`config.mk`:
```
export PLATFORM = sky130hd
export DESIGN_NAME = bcd_seq_converter
export DESIGN_NICKNAME = d
export VERILOG_FILES = /design/src/rtl/bcd_pkg.sv /design/src/rtl/bcd_digit_mac.sv /design/src/rtl/bcd_seq_converter.sv
export SDC_FILE = /design/constraint.sdc
export NUM_CORES = 1
export LEC_CHECK = 0
export CAP_MARGIN = 30
export CORE_ASPECT_RATIO = 0.8
export CORE_MARGIN = 8
export CORE_UTILIZATION = 40
export DETAILED_ROUTE_END_ITERATION = 6
export PLACE_DENSITY = 0.61
export SKIP_LAST_GASP = 1
export SYNTH_ARGS = -nofsm -noshare
export SYNTH_HDL_FRONTEND = slang
export SYNTH_HIERARCHICAL = 1
export SYNTH_SLANG_ARGS = --single-unit
```
`constraint.sdc`:
```
create_clock -name clk_i -period 3.05 [get_ports clk_i]
set_input_delay 0.305 -clock clk_i [delete_from_list [all_inputs] [get_ports clk_i]]
set_output_delay 0.305 -clock clk_i [all_outputs]
set_load 0.005 [all_outputs]
```
`src/rtl/bcd_pkg.sv`:
```
// Shared types and helpers for the sequential BCD-to-binary converter.
// The shared MAC helper works at 64 bits; callers truncate to their own result width.
package bcd_pkg;

    typedef enum logic [1:0] {
        IDLE = 2'd0,
        CONV = 2'd1,
        DONE = 2'd2
    } state_e;

    localparam logic [3:0] BCD_DIGIT_MAX = 4'd9;

    function automatic logic [63:0] mul10_add(input logic [63:0] acc, input logic [3:0] d);
        return (acc << 3) + (acc << 1) + 64'(d);
    endfunction

endpackage

```
`src/rtl/bcd_digit_mac.sv`:
```
// Combinational x10-plus-digit step shared by every digit of a conversion.
module bcd_digit_mac
    import bcd_pkg::*;
#(
    parameter int BIN_W = 14
) (
    input  logic [BIN_W-1:0] acc_i,
    input  logic [3:0]       digit_i,
    output logic [BIN_W-1:0] acc_o,
    output logic             digit_err_o
);

    assign acc_o       = BIN_W'(mul10_add(64'(acc_i), digit_i));
    assign digit_err_o = (digit_i > BCD_DIGIT_MAX);

endmodule

```
`src/rtl/bcd_seq_converter.sv`:
```
// Sequential DIGITS-digit BCD-to-binary converter: one digit per clock,
// valid/ready on both input and output sides.
module bcd_seq_converter
    import bcd_pkg::*;
#(
    parameter int DIGITS = 4,
    parameter int BIN_W  = 14
) (
    input  logic                  clk_i,
    input  logic                  rst_i,
    input  logic [4*DIGITS-1:0]   bcd_i,
    input  logic                  valid_i,
    output logic                  ready_o,
    output logic [BIN_W-1:0]      number_o,
    output logic                  error_o,
    output logic                  valid_o,
    input  logic                  ready_i
);

    localparam int CNT_W = (DIGITS > 1) ? $clog2(DIGITS) : 1;
    localparam int SR_W  = 4 * DIGITS;

    state_e             state_q, state_d;
    logic [SR_W-1:0]    shreg_q, shreg_d;
    logic [BIN_W-1:0]   acc_q, acc_d, mac_acc;
    logic               err_q, err_d, mac_err;
    logic [CNT_W-1:0]   cnt_q, cnt_d;
    logic [3:0]         digit;

    // Most significant remaining digit always sits in the top nibble.
    assign digit = shreg_q[SR_W-1 -: 4];

    bcd_digit_mac #(
        .BIN_W(BIN_W)
    ) u_mac (
        .acc_i       (acc_q),
        .digit_i     (digit),
        .acc_o       (mac_acc),
        .digit_err_o (mac_err)
    );

    always_ff @(posedge clk_i) begin
        if (rst_i) begin
            state_q <= IDLE;
            shreg_q <= '0;
            acc_q   <= '0;
            err_q   <= 1'b0;
            cnt_q   <= '0;
        end else begin
            state_q <= state_d;
            shreg_q <= shreg_d;
            acc_q   <= acc_d;
            err_q   <= err_d;
            cnt_q   <= cnt_d;
        end
    end

    always_comb begin
        state_d = state_q;
        shreg_d = shreg_q;
        acc_d   = acc_q;
        err_d   = err_q;
        cnt_d   = cnt_q;
        case (state_q)
            IDLE: begin
                if (valid_i) begin
                    shreg_d = bcd_i;
                    acc_d   = '0;
                    err_d   = 1'b0;
                    cnt_d   = CNT_W'(DIGITS - 1);
                    state_d = CONV;
                end
            end
            CONV: begin
                acc_d   = mac_acc;
                err_d   = err_q | mac_err;
                shreg_d = shreg_q << 4;
                if (cnt_q == '0) begin
                    state_d = DONE;
                end else begin
                    cnt_d = cnt_q - 1'b1;
                end
            end
            DONE: begin
                if (ready_i) begin
                    state_d = IDLE;
                end
            end
            default: begin
                state_d = IDLE;
            end
        endcase
    end

    // Handshake outputs depend on registered state only.
    assign ready_o  = (state_q == IDLE);
    assign valid_o  = (state_q == DONE);
    assign error_o  = valid_o & err_q;
    assign number_o = (valid_o && !err_q) ? acc_q : '0;

endmodule
```
## After elaboration in Yosys (flattened, before gate mapping)

Index checks and enable logic that the tools add are counted.

| storage, ports and cells | value |
|---|---|
| register bits | 35 |
| input port bits | 20 |
| output and inout bits | 17 |
| logic and storage cells | 39 |

| cells by class | value |
|---|---|
| add/sub/neg operators | 3 |
| order comparisons | 1 |
| equality and inequality tests | 6 |
| muxes and demuxes | 14 |
| bitwise gates (word level) | 2 |
| reductions and logical operators | 8 |

Operators by type and width:

| kind | count |
|---|---|
| 16-bit case mux with 2 select lines | 1 |
| 14-bit two-way mux | 2 |
| 14-bit case mux with 2 select lines | 1 |
| 16-bit two-way mux | 1 |
| 14-bit adder | 1 |
| 14-bit by 4-bit adder with 14-bit output | 1 |
| 2-bit two-way mux | 5 |
| 2-bit inequality test, second input constant | 3 |
| 2-bit case mux with 3 select lines | 1 |
| 3-bit AND reduction | 2 |
| 4-bit > comparator, second input constant | 1 |
| 2-bit zero test | 2 |
| 2-bit case mux with 2 select lines | 1 |
| 2-bit by 1-bit == test with 1-bit output, second input constant | 1 |
| 2-bit == test, second input constant | 1 |
| 2-bit by 1-bit inequality test with 1-bit output, second input constant | 1 |
| 1-bit case mux with 2 select lines | 1 |
| 2-bit AND reduction | 1 |
| 2-bit nonzero test | 1 |
| 2-bit by 1-bit subtractor with 2-bit output, second input constant | 1 |
| 1-bit bitwise AND | 1 |
| 1-bit logical AND | 1 |
| 1-bit zero test | 1 |
| 1-bit two-way mux | 1 |
| 1-bit OR | 1 |

## Longest topological paths before layout

| depth | value |
|---|---|
| depth after elaboration | 3 |
| gate-level depth with buffers | 11 |
| gate-level depth less buffers | 11 |

## Cells and area by module

The synthesis kept the hierarchy.

By module, submodules not included:

| module | instances | cells an instance | area an instance (um2) | seq. area each (um2) |
|---|---|---|---|---|
| bcd_seq_converter | 1 | 155 | 1483.9 | 700.7 |
| bcd_digit_mac | 1 | 77 | 663.1 | 0.0 |

## Least setup slack after synthesis

No wires, ideal clock.

| timing | value |
|---|---|
| path kind | register to register |
| start point | register acc_q[0] |
| end point | register acc_q[12] |
| setup time | 0.128 ns |
| arrival | 2.294 ns |
| required time | 2.922 ns |
| path slack | 0.628 ns |
| stages on the path, launching flop included | 12 |
| path buffers | 0 |
| clock period less this slack | 2.422 ns |
| cell sequence | dfxtp_1 -> inv_1 -> fa_1 -> inv_1 -> fa_1 -> a21o_1 -> nand4_1 -> nand3_1 -> a211oi_1 -> xnor2_1 -> a22oi_1 -> nor2_1 |

| between the ends | value |
|---|---|
| cells in the longest elaborated chain, start to end | 3 |

RTL lines:

| item | line | RTL |
|---|---|---|
| start, declared | bcd_seq_converter.sv:25 | `logic [BIN_W-1:0] acc_q, acc_d, mac_acc;` |
| start signal, assigned | bcd_seq_converter.sv:46 | `acc_q <= '0;` |
| start signal, assigned | bcd_seq_converter.sv:52 | `acc_q <= acc_d;` |
| 14-bit adder | bcd_pkg.sv:14 | `return (acc << 3) + (acc << 1) + 64'(d);` |
| 14-bit by 4-bit adder with 14-bit output | bcd_pkg.sv:14 |  |
| named net mac_acc[12] | bcd_seq_converter.sv:25 |  |
| 14-bit case mux with 2 select lines | bcd_seq_converter.sv:64 | `case (state_q)` |

The timed path passes the listed nets, and every way through them passes these cells.
A chain may end at the register's enable or synchronous reset.

## Worst setup path after layout

Ends and elaborated chain as after synthesis.

==> qor.tcl <==
set qor(cts_hold_buffers) 0
set qor(cts.repair.resized) 0
set qor(clock_skew_ps) 5.39
set qor(mean_instance_size_in_the_synthesized_netlist_um2) 9.25
set qor(timing.setup.tns_ps) 0
set qor(avgViaCountPerCell) 5.26
set qor(cts-htree-levels) 2
set qor(grt.total_usage_pct) 12.3
set qor(post-route-drc-count) 0
set qor(die_height_um) 81.5
set qor(grt_max_degree) 25
set qor(number_of_antenna_violating_nets_in_the_routed_design) 0
set qor(power.share.switching_pct) 27.8
set qor(initialDrtViolationCount) 75
set qor(grt_antenna_before_repair) 0
set qor(global_route_wire_length_before_repair_mm) 8.03
set qor(worst_pin_slew_ps) 847
set qor(worst_r2r_startpoint) {acc_q[0]}
set qor(hold_viol) 0
set qor(synth_enable_flop_cells) 0
set qor(grt_remaining_overflow) 0
set qor(hold_path.class) {reg -> reg}
set qor(min_from) {cnt_q[1]}
set qor(intPower_mw) 0.824
set qor(drt_wl_total_mm) 4.81
set qor(rows) 24
set qor(worst_setup_hold_path_clk_slew_ps) 80
set qor(placeableCoreArea_mm2) 0.00532
set qor(worst-endpoint-required_ps) 3230
set qor(number_of_antenna_cells_inserted) 0
set qor(yosys_warn_count) 6
set qor(synth_async_sr_flop_share_pct) 0
set qor(top_level_ports) 37
set qor(pwr_density_cell_mw_per_mm2) 434
set qor(finish.cell_count_without_fillers) 330
set qor(area_delta_synth_final_pct) 22.6
set qor(numCtsBuffers) 5
set qor(final_critical_path_setup_slack_ps) 477
set qor(syn_nets) 277
set qor(later_pin_clock_latency_in_the_skew_report_ps) 290
set qor(timing.max_cap.violations) 0
set qor(seq_power_share_pct) 44.8
set qor(combined_area_of_all_synthesized_cells_mm2) 0.00215
set qor(tritoncts) {yes}
set qor(cpMaxStageDelayCell) {fa_1}
set qor(root_buffer) {clkbuf_8}
set qor(place_worst_setup_slack_ps) 475
set qor(ys_seq_elements) 35
set qor(rsz0062_at_grt) {no}
set qor(p_sw_mw) 0.317
set qor(cts.path.max_buffers) 2
set qor(cp-start-kind) {flop}
set qor(final_design_area_no_fill_mm2) 0.00263
set qor(end_kind) {flop}
set qor(finalPower_mw) 1.14
set qor(dpl_cell_area_mm2) 0.00252
set qor(drtPass1Iterations) 4
set qor(crit_path_max_incr_delay_ps) 530
set qor(layout_min_cycle_time_ps) 2570
set qor(post-route-util_pct) 49.5
set qor(die_area_mm2) 0.00798
set qor(synth.lib_cells_used.distinct) 41
set qor(start_util_pct) 40.4
set qor(clock_sink_count) 35
set qor(route.detailed.wl_per_inst_um) 14.6
set qor(power.clock.fraction_pct) 37.6
set qor(final_nets) 309
set qor(drv_slew) 0
set qor(fin_hold_ws_ps) 487
set qor(synth_ff_type) {dfxtp_1}
set qor(max_freq_mhz) 389
set qor(relSlewSlack_pct) 43.5
set qor(gpl.final_weighted_congestion) 0.802
set qor(grt_pass1_vias) 1685
set qor(setup.worst_path.start) {acc_q[0]}
set qor(place_hpwl_mm) 3.60
set qor(crit_path_cell_trace) {inv_1 -> fa_1 -> inv_1 -> fa_1 -> a21o_1 -> nand4_1 -> nand3_1 -> a211oi_1 -> xnor2_1 -> a22oi_1 -> nor2_1}
set qor(seq_area_frac_synth_pct) 32.6
set qor(criticalPathCategory) {reg -> reg}
set qor(timing.final.setup_violations) 0
set qor(fp.dieW_um) 97.9
set qor(slack_of_the_worst_reg_to_reg_path_ps) 480
set qor(ir_worst_vdd_v) 0.000210
set qor(p_leak_nw) 1.15
set qor(run_status) {complete, no violations}
set qor(dp_cells) 322
set qor(cells_after_synthesis) 232
set qor(fin_crit_sh_pct) 84.4
set qor(combinationalPowerShare_pct) 17.6
set qor(critPathMaxFanout) 4
set qor(drive_above_1_share_pct) 7.17
set qor(critPathArrivalTime_ps) 2760
set qor(port_buffers) 36
set qor(cts_setup_buffers) 0
set qor(total_number_of_vias) 1735
-- area by class of cell --
type,count,area [µm²]
clock buffer,5,68.8
clock inverter,3,43.8
fill,524,2680
inverter,10,37.5
multi-input combinational,173,1320
sequential,35,701
tap,65,81.3
timing repair buffer,39,383
-- final timing paths --
check,cells after the start,to
setup / recovery,11,acc_q[12]
hold / removal,2,cnt_q[1]
setup reg to reg,11,acc_q[12]
hold reg to reg,2,cnt_q[1]
-- worst max-delay path: cells and delay by family, from the launching register on --
family                     cells  cell delay (ps)
and+or+nand+nor                3              250
AOI/OAI and AO/OA              3              600
xor gates and xnor gates       1               90
adders and majority gates      2              990
DFF                            1              380
buffers and inverters          2              150
-- cell families (layout without fill, tap and decap cells) --
group / count (synthesis) / count (layout) / share of synthesized area (%)
DFF: 35 / 35 / 32.6
muxes: 12 / 12 / 5.59
buffers and inverters: 24 / 57 / 6.06
and+or+nand+nor: 68 / 68 / 16.6
AOI/OAI and AO/OA: 57 / 57 / 19.3
adders and majority gates: 25 / 25 / 15.3
xor gates and xnor gates: 11 / 11 / 4.49
-- flip-flops by register name, summed over array words and instances, names as in the netlist --
register	count
cnt_q	2
shreg_q	16
state_q	2
acc_q	14
err_q	1
-- synth_stat cells, types with 3 or more instances --
master | n | area (µm²)
xor2_1 | 5 | 43.8
and2_1 | 15 | 93.8
a31oi_1 | 3 | 18.8
dfxtp_1 | 35 | 701
a22oi_1 | 19 | 143
mux2i_1 | 12 | 120
a21oi_1 | 9 | 45.0
ha_1 | 23 | 288
clkbuf_1 | 3 | 11.3
inv_1 | 10 | 37.5
nand3_1 | 5 | 25.0
a211oi_1 | 13 | 97.6
nor2_1 | 37 | 139
xnor2_1 | 6 | 52.6
buf_4 | 6 | 45.0
-- power by group through the flow --
stage	clock network, mW	registers (mW)	logic (mW)
2_1_floorplan	0	0.514	0.150
3_3_place_gp	0	0.521	0.199
3_5_place_dp	0	0.521	0.201
4_1_cts	0.439	0.511	0.203
5_1_grt	0.458	0.516	0.225
6_report	0.429	0.511	0.200
-- layer usage --
metal	GRT usage, %	up-vias	wire, µm
met5	0	-	0
met4	4.65	0	65
met3	2.62	6	163
met2	19.0	29	2080
met1	16.6	809	2500
li1	-	891	-
-- cell usage in the layout, fill, tap and decap left out, types with 2 or more instances in the layout --
cell type         n
buf_4             3
a21o_1            2
mux2i_1          12
ha_1             23
a22oi_1          19
dfxtp_1          35
a211oi_1         13
a31oi_1           3
inv_1            10
xor2_1            5
clkbuf_8          5
nor2_1           37
and2_1           15
a21oi_1           9
fa_1              2
clkdlybuf4s50_1  36
nand3_1           5
xnor2_1           6
o21ai_0           2
No activity file was read; power rests on OpenSTA's default activity.
